### config.mk
export PLATFORM = sky130hd
export DESIGN_NAME = hilo_muldiv_flat
export DESIGN_NICKNAME = d
export VERILOG_FILES = /design/src/rtl/hilo_pkg.sv /design/src/rtl/hilo_muldiv_if.sv /design/src/rtl/hilo_muldiv_step.sv /design/src/rtl/hilo_muldiv.sv /design/src/flat_wrapper.sv
export SDC_FILE = /design/constraint.sdc
export NUM_CORES = 1
export LEC_CHECK = 0
export BUFFER_PORTS_ARGS = -buffer_cell sky130_fd_sc_hd__buf_2
export CORE_UTILIZATION = 30
export DETAILED_ROUTE_END_ITERATION = 12
export GPL_ROUTABILITY_DRIVEN = 0
export HOLD_SLACK_MARGIN = 0.15
export PLACE_DENSITY = 0.57
export RECOVER_POWER = 50
export SLEW_MARGIN = 20
export SYNTH_ARGS = -nofsm -noshare
export SYNTH_HDL_FRONTEND = slang
export SYNTH_SLANG_ARGS = --single-unit
### constraint.sdc
create_clock -name clk -period 5.4 [get_ports clk]
set_input_delay 0 -clock clk [delete_from_list [all_inputs] [get_ports clk]]
set_output_delay 0 -clock clk [all_outputs]
set_load 0.03 [all_outputs]
### src/rtl/hilo_pkg.sv
// Shared types for the HI/LO multiply/divide unit: command encoding, FSM states,
// and the per-operation sign bookkeeping latched at issue.
package hilo_pkg;

   typedef enum logic [2:0] {
      HL_MULT  = 3'd0,
      HL_MULTU = 3'd1,
      HL_DIV   = 3'd2,
      HL_DIVU  = 3'd3,
      HL_MTHI  = 3'd4,
      HL_MTLO  = 3'd5
   } hl_op_e;

   typedef enum logic [1:0] {
      HL_IDLE = 2'd0,
      HL_RUN  = 2'd1,
      HL_FIX  = 2'd2
   } hl_state_e;

   typedef struct packed {
      logic is_div;
      logic sa;
      logic sb;
      logic dz;
   } hl_flags_t;

   function automatic logic is_muldiv(input logic [2:0] op);
      return (op == HL_MULT) || (op == HL_MULTU) || (op == HL_DIV) || (op == HL_DIVU);
   endfunction

   function automatic logic is_signed_op(input logic [2:0] op);
      return (op == HL_MULT) || (op == HL_DIV);
   endfunction

   function automatic logic is_div_op(input logic [2:0] op);
      return (op == HL_DIV) || (op == HL_DIVU);
   endfunction

endpackage

### src/rtl/hilo_muldiv_if.sv
// Command/result bundle between the ALU control path and the HI/LO unit.
interface hilo_muldiv_if #(parameter int XLEN = 32);
   logic            start;
   logic [2:0]      op;
   logic [XLEN-1:0] a;
   logic [XLEN-1:0] b;
   logic            busy;
   logic            done;
   logic [XLEN-1:0] hi_out;
   logic [XLEN-1:0] lo_out;

   modport master (output start, op, a, b, input busy, done, hi_out, lo_out);
   modport slave  (input start, op, a, b, output busy, done, hi_out, lo_out);
endinterface

### src/rtl/hilo_muldiv_step.sv
// One iteration of the mul/div engine: radix-2 shift-add for multiply,
// one restoring step for divide. Purely combinational.
module muldiv_step #(
   parameter int XLEN = 32
) (
   input  logic [2*XLEN-1:0] acc,
   input  logic [XLEN-1:0]   opnd,
   input  logic              is_div,
   output logic [2*XLEN-1:0] acc_nxt
);

   logic [XLEN:0] sum;
   logic [XLEN:0] rsh;
   logic [XLEN:0] diff;

   always_comb begin
      sum  = {1'b0, acc[2*XLEN-1:XLEN]} + (acc[0] ? {1'b0, opnd} : {(XLEN+1){1'b0}});
      rsh  = {acc[2*XLEN-1:XLEN], acc[XLEN-1]};
      diff = rsh - {1'b0, opnd};
      // Partial remainder stays below 2*divisor, so diff[XLEN] is a clean borrow flag.
      if (!is_div)
         acc_nxt = {sum, acc[XLEN-1:1]};
      else if (!diff[XLEN])
         acc_nxt = {diff[XLEN-1:0], acc[XLEN-2:0], 1'b1};
      else
         acc_nxt = {rsh[XLEN-1:0], acc[XLEN-2:0], 1'b0};
   end

endmodule

### src/rtl/hilo_muldiv.sv
// HI/LO register pair with an iterative multiply/divide engine; results land
// XLEN+1 cycles after issue, MTHI/MTLO write in a single cycle.
module hilo_muldiv
   import hilo_pkg::*;
#(
   parameter int XLEN = 32
) (
   input logic           clk,
   input logic           reset,
   hilo_muldiv_if.slave  bus
);

   localparam int CW = $clog2(XLEN);

   hl_state_e          state, state_nxt;
   logic [2*XLEN-1:0]  acc, acc_step;
   logic [XLEN-1:0]    opnd;
   hl_flags_t          flg;
   logic [CW-1:0]      cnt;
   logic [XLEN-1:0]    hi, lo;
   logic               done_q;

   logic               accept_md, sgn_in, div_in, sa_in, sb_in;
   logic [XLEN-1:0]    ma, mb;
   logic [2*XLEN-1:0]  prod;
   logic [XLEN-1:0]    res_hi, res_lo;
   logic               busy_c, fix_c;

   always_comb begin
      accept_md = (state == HL_IDLE) && bus.start && is_muldiv(bus.op);
      sgn_in    = is_signed_op(bus.op);
      div_in    = is_div_op(bus.op);
      sa_in     = sgn_in & bus.a[XLEN-1];
      sb_in     = sgn_in & bus.b[XLEN-1];
      ma        = sa_in ? -bus.a : bus.a;
      mb        = sb_in ? -bus.b : bus.b;
   end

   muldiv_step #(.XLEN(XLEN)) u_step (
      .acc     (acc),
      .opnd    (opnd),
      .is_div  (flg.is_div),
      .acc_nxt (acc_step)
   );

   // State register
   always_ff @(posedge clk) begin
      if (reset) state <= HL_IDLE;
      else       state <= state_nxt;
   end

   // Next-state logic
   always_comb begin
      state_nxt = state;
      case (state)
         HL_IDLE: if (accept_md) state_nxt = HL_RUN;
         HL_RUN:  if (cnt == CW'(XLEN-1)) state_nxt = HL_FIX;
         HL_FIX:  state_nxt = HL_IDLE;
         default: state_nxt = HL_IDLE;
      endcase
   end

   // Output decode
   always_comb begin
      busy_c = 1'b0;
      fix_c  = 1'b0;
      case (state)
         HL_RUN:  busy_c = 1'b1;
         HL_FIX:  begin busy_c = 1'b1; fix_c = 1'b1; end
         default: ;
      endcase
   end

   // Multiplier sits in the low half and is consumed LSB first; the dividend
   // sits in the low half and is shifted into the remainder MSB first.
   always_ff @(posedge clk) begin
      if (reset) begin
         acc  <= '0;
         opnd <= '0;
         flg  <= '0;
         cnt  <= '0;
      end else if (accept_md) begin
         acc  <= {{XLEN{1'b0}}, div_in ? ma : mb};
         opnd <= div_in ? mb : ma;
         flg  <= '{is_div: div_in, sa: sa_in, sb: sb_in, dz: (bus.b == '0)};
         cnt  <= '0;
      end else if (state == HL_RUN) begin
         acc  <= acc_step;
         cnt  <= cnt + 1'b1;
      end
   end

   // Divide-by-zero leaves quotient all ones and remainder = |a|; skipping the
   // quotient negation and keeping the remainder fixup recovers HI = a exactly.
   always_comb begin
      prod = (flg.sa ^ flg.sb) ? -acc : acc;
      if (flg.is_div) begin
         res_lo = (flg.sa ^ flg.sb) && !flg.dz ? -acc[XLEN-1:0] : acc[XLEN-1:0];
         res_hi = flg.sa ? -acc[2*XLEN-1:XLEN] : acc[2*XLEN-1:XLEN];
      end else begin
         res_lo = prod[XLEN-1:0];
         res_hi = prod[2*XLEN-1:XLEN];
      end
   end

   always_ff @(posedge clk) begin
      if (reset) begin
         hi     <= '0;
         lo     <= '0;
         done_q <= 1'b0;
      end else begin
         done_q <= fix_c;
         if (fix_c) begin
            hi <= res_hi;
            lo <= res_lo;
         end else if (state == HL_IDLE && bus.start) begin
            if (bus.op == HL_MTHI) hi <= bus.a;
            if (bus.op == HL_MTLO) lo <= bus.a;
         end
      end
   end

   assign bus.busy   = busy_c;
   assign bus.done   = done_q;
   assign bus.hi_out = hi;
   assign bus.lo_out = lo;

endmodule

### src/flat_wrapper.sv
// flat-port wrapper written by rule: the top's interface ports become plain ports
module hilo_muldiv_flat import hilo_pkg::*;
#(
   parameter int XLEN = 32
)
  (clk, reset, bus_start, bus_op, bus_a, bus_b, bus_busy, bus_done, bus_hi_out, bus_lo_out);
  hilo_muldiv_if #(.XLEN(XLEN)) bus_i ();
  input logic clk;
  input logic reset;
  input wire logic [$bits(bus_i.start)-1:0] bus_start;
  input wire logic [$bits(bus_i.op)-1:0] bus_op;
  input wire logic [$bits(bus_i.a)-1:0] bus_a;
  input wire logic [$bits(bus_i.b)-1:0] bus_b;
  output wire logic [$bits(bus_i.busy)-1:0] bus_busy;
  output wire logic [$bits(bus_i.done)-1:0] bus_done;
  output wire logic [$bits(bus_i.hi_out)-1:0] bus_hi_out;
  output wire logic [$bits(bus_i.lo_out)-1:0] bus_lo_out;
  assign bus_i.start = bus_start;
  assign bus_i.op = bus_op;
  assign bus_i.a = bus_a;
  assign bus_i.b = bus_b;
  assign bus_busy = bus_i.busy;
  assign bus_done = bus_i.done;
  assign bus_hi_out = bus_i.hi_out;
  assign bus_lo_out = bus_i.lo_out;
  hilo_muldiv #(.XLEN(XLEN)) u_core (.clk(clk), .reset(reset), .bus(bus_i));
endmodule
==> run metrics <==
Setup Buffers After CTS 0; Setup Viol. Count Final 0; Avg Cell Area, Syn 7.350 µm²; Gate Count Post-Synth 2058; CTS tree built; critical path endpoint u_core.state[0]; Crit path required time 5730 ps; CP max-delay cell clkbuf_1; Synth Net Count 2204; Worst Setup SP u_core.state[1]; Yosys cell types 81; leak pwr 6.853 nW; top cell type's share of synthesized area 22.76%; CTS sink cnt 172; H-tree depth reported by CTS 4; mapped cell area 0.01513 mm²; die area 0.05132 mm²; Buf/Inv on CP 2; most area-consuming cells after synthesis dfxtp_1, a21oi_1, nor2_1; register-to-register setup slack 820 ps; worst reg2reg endpoint u_core.state[0]; Initial Util 30.65%; DIE WIDTH 226.5 µm; number of flops mapped to enable cells by yosys 0; RSZ-0062 raised after global routing no; DRT antenna net count 0; most frequent CP cell nand2_1; CORE AREA 0.04936 mm²; Root Driver clkbuf_16; P per Cell Area 345.2 mW/mm²; initial antenna violation count 3; Clk Latency, worst-skew pair 460 ps; Tcrit/Tclk final 84.75%; met2 routed WL 23.64 mm; fmax 218.5 MHz; failing checks max-capacitance violations, max-slew violations; fin. max-slew vios 209; Die Y 226.5 µm; Via density 5.506; DR iter-0 viols 1679; DRC violations left 0; vias in the first global route 14610; Worst Path Class, Setup reg2reg; Num CTS Buffers 17; Crit path depth 9; post-synth top area cell dfxtp_1; fin util 35.31%; Max VDD drop 0.1894 mV; CP max stage delay 2220 ps; status finished with violations; Worst Hold Class in2reg; first-pass GRT wire length 86.38 mm; setup_tns 0 ps; crit path capture type register; Critical Path AT 4900 ps; I/O pin count 136; Synth Register Bits 172; post-DR wirelength/cell 20.00 µm; via count 15670; delay-heaviest family, CP buffers and inverters; Worst Setup Start Kind register; PortBufs 135; Routed WL 56.91 mm; CP Max Fanout 68; # resized after CTS 0; reg2reg start u_core.state[1]; fin crit period 4577 ps; Synth Flop Type dfxtp_1; Worst Min Path Start bus_b[11]; worst path cell trace inv_1 -> ha_1 -> nand2_1 -> or2_2 -> clkbuf_1 -> nand2_1 -> o21ai_0 -> mux2i_1 -> nor2_1; Worst R2R Path Depth 9; area grow syn2layout 15.23%; HPWL Detailed 43.30 mm; most frequent cell after synthesis nor2_1; final global-route overflow total 0; metal1 wirelength 26.36 mm; fin nets 2313; register area share after synthesis 22.76%; commonest cells in the netlist nor2_1, a21oi_1, dfxtp_1, nand2_1, clkbuf_1; yosys warns 0; Slew HR -111.0%; GRT Util Overall 21.96%; Slew @ Worst Pin 3165 ps; maximum clock insertion buffer count 2; Top Layer Used met5; met3 WL 4.274 mm; async set-or-reset flop fraction in the synthesized netlist 0%; clk slew on worst S/H paths 70 ps; Cell Rows 81; maxcap violations 4; pin count of the biggest net entering global routing 80; Final Hold Viols 0; share of layout cells above drive strength 1 7.477%; first drt pass iteration count 5; clk_skew 10.66 ps
layout by cell type, fill, tap and decap left out, drive strengths merged, types with 74 or more instances in the layout:
cell    synthesis  routed
buf            22      89
ha             74      74
nand2         148     148
a211oi        105     105
o21ai         108     108
nor2          301     301
mux2i          89      89
dfxtp         172     172
xnor2          96      96
xor2           81      81
clkbuf        116      90
a21oi         233     233
cells by family after synthesis:
group / share of synthesized area [%]
simple gates: 20.56
compound gates: 27.46
buf+inv: 5.575
xor+xnor: 10.25
flops: 22.76
mux: 7.006
fa+ha+maj: 6.386
power by group:
group          leakage [nW]  internal, mW  total (mW)  switching (mW)
sequential             1.40          1.40        1.65           0.248
combinational          5.18          1.20        3.08            1.88
clock                 0.274         0.712        1.29           0.582
total                  6.85          3.31        6.02            2.71
worst reg2reg max path, delay by kind of cell (launching register included):
| family | cells | cell delay [ps] |
|---|---|---|
| AO/OA/AOI/OAI | 1 | 280 |
| AND/OR/NAND/NOR | 4 | 970 |
| adder cells (fa/ha/maj) | 1 | 250 |
| buffers and inverters | 2 | 2320 |
| multiplexers | 1 | 220 |
| flip-flops | 1 | 390 |
area by class of cell:
type	instances	area, µm²
inverter	57	214.0
timing repair buffer	230	1478
clock buffer	21	460.4
clock inverter	11	135.1
fill	5260	31930
sequential	172	3447
multi-input combinational	1689	10860
tap	664	830.8
antenna	1	2.502
flip-flops by register name, indices dropped and copies added (netlist names):
register,count
u_core.acc,64
u_core.bus.hi_out,32
u_core.bus.lo_out,32
u_core.opnd,32
u_core.cnt,5
u_core.flg,4
u_core.state,2
u_core.bus.done,1
routing by layer:
| metal | GRT usage (%) | up-vias |
|---|---|---|
| met4 | 10.81 | 4 |
| li1 | - | 7634 |
| met1 | 30.63 | 7302 |
| met5 | 0 | - |
| met3 | 3.745 | 104 |
| met2 | 32.35 | 621 |
worst min-delay path by stage:
stage / end / slack (ps) / cells after the start
finish: u_core.opnd[11] / 180 / 5
global route: u_core.opnd[11] / 180 / 5
CTS: u_core.opnd[11] / 150 / 5
detailed placement: u_core.flg[0] / 380 / 4
global placement: u_core.flg[0] / 380 / 4
floorplan: u_core.opnd[31] / 170 / 2
metrics by stage:
step | setup slack, ps | instance area [µm²] | total power, mW | hold WS (ps) | instances
final | 823.3 | 17430 | 6.017 | 175.8 | 2845
after global placement | 1311 | 16220 | 4.604 | 380.7 | 2740
after global routing | 456.3 | 17430 | 6.383 | 175.6 | 2845
after CTS | 1166 | 17530 | 5.974 | 152.6 | 2844
after detailed placement | 1200 | 16220 | 4.634 | 380.8 | 2740
after floorplan | 2097 | 15130 | 3.865 | 170.2 | 2058
repair_timing:
action / in CTS / in global routing
setup endpoints to repair: 0 / 0
endpoints found under the hold margin: 112 / 0
hold buffers: 72 / 0
(Power assumes the default switching activity.)
